--- src/rtl/contador_param.sv ---
// contador_param: WIDTH-bit up/down/step/load counter with rco and saturating wrap count; CONTADOR_CASCADE_EN adds rci
module contador_param #(
    parameter int WIDTH = 8,
    parameter int STEP  = 3,
    parameter int WRAPW = 4
) (
    input  logic             clk,
    input  logic             reset_L,
    input  logic             enable,
`ifdef CONTADOR_CASCADE_EN
    input  logic             rci,
`endif
    input  logic [1:0]       modo,
    input  logic [WIDTH-1:0] D,
    output logic [WIDTH-1:0] Q,
    output logic             rco,
    output logic [WRAPW-1:0] wrap_cnt,
    output logic             load_done
);
    typedef enum logic {RUN, LOADED} state_t;
    localparam logic [WIDTH:0] ONE  = (WIDTH+1)'(1);
    localparam logic [WIDTH:0] STP  = (WIDTH+1)'(STEP);
    localparam logic [WRAPW-1:0] WMAX = '1;
    state_t state;
    logic cnt_en;
    logic [WIDTH:0] nxt;
`ifdef CONTADOR_CASCADE_EN
    assign cnt_en = enable && rci;
`else
    assign cnt_en = enable;
`endif
    // msb of the WIDTH+1 bit result is the carry (up/step) or borrow (down)
    always_comb nxt = modo == 2'b01 ? {1'b0, Q} - ONE : {1'b0, Q} + (modo == 2'b10 ? STP : ONE);
    assign load_done = state == LOADED;
    always_ff @(posedge clk) begin
        if (!reset_L) begin
            Q        <= '0;
            rco      <= 1'b0;
            wrap_cnt <= '0;
            state    <= RUN;
        end else begin
            rco   <= 1'b0;
            state <= RUN;
            if (enable && modo == 2'b11) begin
                Q        <= D;
                wrap_cnt <= '0;
                state    <= LOADED;
            end else begin
                if (enable && rco && wrap_cnt != WMAX) wrap_cnt <= wrap_cnt + 1'b1;
                if (cnt_en) begin
                    Q   <= nxt[WIDTH-1:0];
                    rco <= nxt[WIDTH];
                end
            end
        end
    end
endmodule
--- config.mk ---
export PLATFORM = sky130hd
export DESIGN_NAME = contador_param
export DESIGN_NICKNAME = d
export VERILOG_FILES = /design/src/rtl/contador_param.sv
export SDC_FILE = /design/constraint.sdc
export NUM_CORES = 1
export LEC_CHECK = 0
export CAP_MARGIN = 20
export CORE_ASPECT_RATIO = 1.1
export CORE_UTILIZATION = 49
export CTS_CLUSTER_DIAMETER = 30
export DETAILED_ROUTE_END_ITERATION = 16
export PLACE_DENSITY = 0.75
export SLEW_MARGIN = 10
export SYNTH_ARGS = -nofsm -noshare
export SYNTH_HDL_FRONTEND = slang
export SYNTH_SLANG_ARGS = --single-unit
--- constraint.sdc ---
create_clock -name clk -period 2.7 [get_ports clk]
set_input_delay 0.27 -clock clk [delete_from_list [all_inputs] [get_ports clk]]
set_output_delay 0.27 -clock clk [all_outputs]
set_load 0.03 [all_outputs]
# Word-level counts from Yosys, hierarchy flattened
# Cells that the tools add are included.
# op_classes
n_addsub	3
magnitude_cmp	0
muxes	5
n_bitwise	2
div	0
multipliers	0
shift	0
n_reduce_logical	6
n_eq_ne	4
# ops
op	n
$mux W8	2
$add A8 B2 Y9	1
$mux W9	1
$sub A8 B1 Y9 const B	1
$add A4 B1 Y4 const B	1
$eq A2 B2 Y1 const B	2
$ne A4 B4 Y1 const B	1
$logic_and A1 B1 Y1	3
$reduce_or A3 Y1	1
$eq A2 B1 Y1 const B	1
$mux W2	1
$not A1 Y1	2
$reduce_bool A2 Y1	1
$reduce_or A2 Y1	1
$mux W1	1
# word_totals
elab_cells	24
register_bits	14
mem_bits_ro	0
out_inout_bits	14
mem_count	0
mem_bits_rw	0
latchBits	0
inputBits	13

# Depth between registers and ports, before layout
# logic_depth
ltp_word	6
ltp_mapped	10
ltp_nobuf	10

# Worst setup path after synthesis
# No wires, ideal clock.
# synth_path
kind	register to register
startpoint	register Q[0]
endpoint	register rco
setup_time_ps	57
stages_incl_launch_ff	9
setup_slack_ps	556
t_arrival_ps	2087
cell_sequence	dfxtp_1 -> inv_1 -> fa_1 -> nor2_1 -> a31o_4 -> nor2_2 -> o32a_1 -> nor4_2 -> a31o_2
# synth_between
elab_chain_len	2
# synth_lines
item	line	rtl
start, declared	15	output logic [WIDTH-1:0] Q,
start signal, assigned	51	Q <= nxt[WIDTH-1:0];
$add A8 B2 Y9 / $sub A8 B1 Y9 (equally long branches)	33	always_comb nxt = modo == 2'b01 ? {1'b0, Q} - ONE : {1'b0, Q} + (modo == 2'b10 ? STP : ONE);
$mux W9 (*)	33	
end signal, assigned	52	rco <= nxt[WIDTH];
end, declared	16	output logic rco,
# Mark *: on every way between the ends. The rest lies on a longest branch, timed or not.
# A chain may end at the register's enable or synchronous reset.

# Worst setup path after layout
# layout_path
startpoint	input port modo[1]
endpoint	register Q[3]
# layout_between
elab_chain_len	6
# layout_lines
item	line	rtl
start, declared	13	input logic [1:0] modo,
$eq A2 B2 Y1	33	
$mux W2	33	
$add A8 B2 Y9	33	
$mux W9	33	
$mux W8	50	if (cnt_en) begin
$mux W8	44	if (enable && modo == 2'b11) begin
# Several ways; a longest one is shown, not always the timed one. The select of a mux whose other input is x is not followed.

==> metrics.txt <==
unrepaired setup endpoints after global routing false; nets@finish 193; boundary pin count 27; vias after detailed routing 1,231; fraction of final layout cells with drive strength greater than 1 8.72%; Worst R2R Path Depth 7; post-synthesis cell type count 48; total iterations of the first detailed-routing run 4; clock tree root driver cell clkbuf_4; data arrival time of the critical path 2.58 ns; minimum period implied by the final worst setup slack 2.40 ns; number of diodes added for antenna fixing 0; cell-by-cell listing of the critical path clkdlybuf4s50_1 > inv_1 > ha_1 > inv_1 > ha_1 > a21oi_2 > a21oi_1 > a311oi_1 > o21ai_0 > a22oi_1 > nor2b_1; final weighted congestion in routability-driven placement 0.853; die height 53.2 um; core occupancy in the finished layout 64.6%; pin count of the biggest net entering global routing 22; area of the mapped netlist 1170 um2; number of buffers added by the clock tree synthesis step 3; largest fanout on the critical path 5; leading register cell type out of synthesis dfxtp_1; die extent in x 48.5 um; Setup TNS 0 ns; launching element type of the critical path input port; count of synthesis-stage warnings from yosys 0; slew of the pin with the lowest slew margin 0.471 ns; flip-flop and latch count after synthesis 14; fraction of synthesis flops using an asynchronous set or reset pin 0%; final-report setup violation count 0; routed length per instance 14.8 um; Slew Limit Headroom 68.6%; starting DRC count in detailed routing 35; core area 2250 um2; floorplan die area 2580 um2; final hold violation count 0; number of buffers and inverters on the critical path 3; synthesis-to-layout area growth 24.7%; endpoint kind of the worst setup timing path flop; Top delay family on crit path compound AO/OA/AOI/OAI gates; required time at the endpoint of the critical path 2.88 ns; worst min-delay path category reg2reg; number of instances in the placed design 199; source-to-sink clock delay at the later pin of the worst-skew pair 0.28 ns; number of nets with antenna violations after routing 0; static leakage 0.575 nW; Initial Util 51.8%; initial antenna violation count 0; clock edge transition at the registers on the reported setup and hold paths 0.09 ns; number of maximum-capacitance violations 0; run status complete, no violations; clk sink count 14; global-route wire length before repair 5260 um; power density over cell area 401 nW/um2; H-tree level count 1; WS Path Type in2reg; number of synthesized flops with an enable pin 0; Row Count 18; final std cells w/o fill 202; sequential share of the synthesized area 24.0%; Max Clk Rate 416 MHz; number of max-slew violations in the final report 0; count of unresolved DRC violations after routing 0; Syn Inst Count 152; Hold Crit Depth 2; hold-fix buffers at CTS 0; slowest stage delay, CP 0.49 ns; logic depth of the worst path, buffers included 11; PortBufs 26; final clock period utilization by the worst path 89.1%; syn_nets 171; Overall Global Routing Usage 26.8%; master of the slowest instance on the critical path clkdlybuf4s50_1; via count normalized by instance count 6.09; final clock skew 0.00784 ns; Post-Synthesis Mean Instance Area 7.68 um2; GRT Residual Overflow 0; deepest clock path buffer count 2; final wirelength 2980 um; clock tree from TritonCTS done; IR drop worst, VDD 0.227 mV; placed wire-length estimate after detailed placement 2140 um; vias in the first global route 1,157
-- cell usage after synthesis, types with 2 or more instances --
cell type / instances / area (um2)
nand2_1: 17 / 63.8
dfxtp_1: 14 / 280
nor2_1: 12 / 45.0
o21ai_0: 11 / 55.1
clkbuf_1: 9 / 33.8
a21oi_1: 7 / 35.0
nand3_1: 7 / 35.0
inv_1: 6 / 22.5
ha_1: 5 / 62.6
nor3_1: 5 / 25.0
xor2_1: 4 / 35.0
mux2i_1: 3 / 30.0
nand4_1: 3 / 18.8
o31ai_1: 3 / 22.5
a21boi_0: 2 / 15.0
a221oi_1: 2 / 17.5
a22o_1: 2 / 17.5
a31oi_1: 2 / 12.5
and3_1: 2 / 12.5
buf_2: 2 / 10.0
buf_6: 2 / 22.5
nand2b_1: 2 / 12.5
nor2b_1: 2 / 12.5
o211ai_1: 2 / 15.0
or3_1: 2 / 12.5
xnor2_1: 2 / 17.5
-- per-layer routing --
layer | GRT usage (%) | wire [um] | up-vias
li1 | - | - | 594
met1 | 35.7 | 1290 | 570
met2 | 43.9 | 1430 | 60
met3 | 3.45 | 211 | 7
met4 | 11.3 | 48 | 0
met5 | 0 | 0 | -
-- cell usage in the layout, fill, tap and decap left out, types with 2 or more instances in the layout --
cell type	instances
inv_1	6
clkdlybuf4s50_1	26
or3_1	2
and3_1	2
a21boi_0	2
nor2b_1	2
nand2b_1	2
nand2_1	17
xnor2_1	2
a31oi_1	2
o31ai_1	3
clkbuf_4	3
a22o_1	2
a21oi_1	6
o21ai_0	11
a221oi_1	2
buf_4	4
xor2_1	4
o211ai_1	2
ha_1	5
nand4_1	3
nand3_1	7
mux2i_1	3
nor3_1	5
nor2_1	12
dfxtp_1	14
-- cell families (layout without fill, tap and decap cells) --
family	after synthesis	after routing	share of synthesized area, %
flip-flops	14	14	24.0
XOR/XNOR	6	6	4.50
multiplexers	3	3	2.57
AO/OA/AOI/OAI	45	45	29.2
buffers and inverters	20	40	7.93
AND/OR/NAND/NOR	58	58	24.8
adder cells (fa/ha/maj)	6	6	7.07
-- worst paths after layout --
path	start	to	slack, ns
max	modo[1]	Q[3]	0.30
min reg2reg	wrap_cnt[3]	wrap_cnt[3]	0.55
min	wrap_cnt[3]	wrap_cnt[3]	0.55
max reg2reg	Q[0]	Q[4]	0.59
-- per-stage QoR --
| stage | total power [mW] | area (um2) | setup slack (ns) | hold slack [ns] |
|---|---|---|---|---|
| 4_1_cts | 0.582 | 1450 | 0.221 | 0.545 |
| 3_5_place_dp | 0.461 | 1430 | -0.0810 | 0.533 |
| 3_3_place_gp | 0.455 | 1430 | 0.0773 | 0.504 |
| 5_1_grt | 0.620 | 1460 | 0.0542 | 0.577 |
| 2_1_floorplan | 0.392 | 1170 | 0.556 | 0.447 |
| 6_report | 0.583 | 1460 | 0.296 | 0.550 |
-- final cells by class --
class / instances / area, um2
Multi-Input combinational cell: 118 / 798
Fill cell: 201 / 797
Timing Repair Buffer: 30 / 290
Sequential cell: 14 / 280
Tap cell: 30 / 37.5
Inverter: 7 / 26.3
Clock buffer: 3 / 22.5
-- registers in the layout, summed over array words and instances (netlist names) --
register	count
Q	8
load_done	1
wrap_cnt	4
rco	1
-- timing repair --
action                                  CTS  global route
endpoints found under the setup margin    0             2
hold endpoints to repair                  0             0
gates resized for setup                   0             1
buffers inserted                          0             0
-- worst min-delay path, cell delays in order (launching register included) --
cell,delay (ns)
dfxtp_1,0.35
o21ai_0,0.09
a21oi_1,0.06
-- power breakdown --
| part | total, mW | internal [mW] | switching [mW] |
|---|---|---|---|
| clock network | 0.122 | 0.0517 | 0.0699 |
| registers | 0.250 | 0.219 | 0.0310 |
| logic | 0.211 | 0.0963 | 0.115 |
| total | 0.583 | 0.367 | 0.216 |
Note: power is estimated with default switching activity, not from simulation.
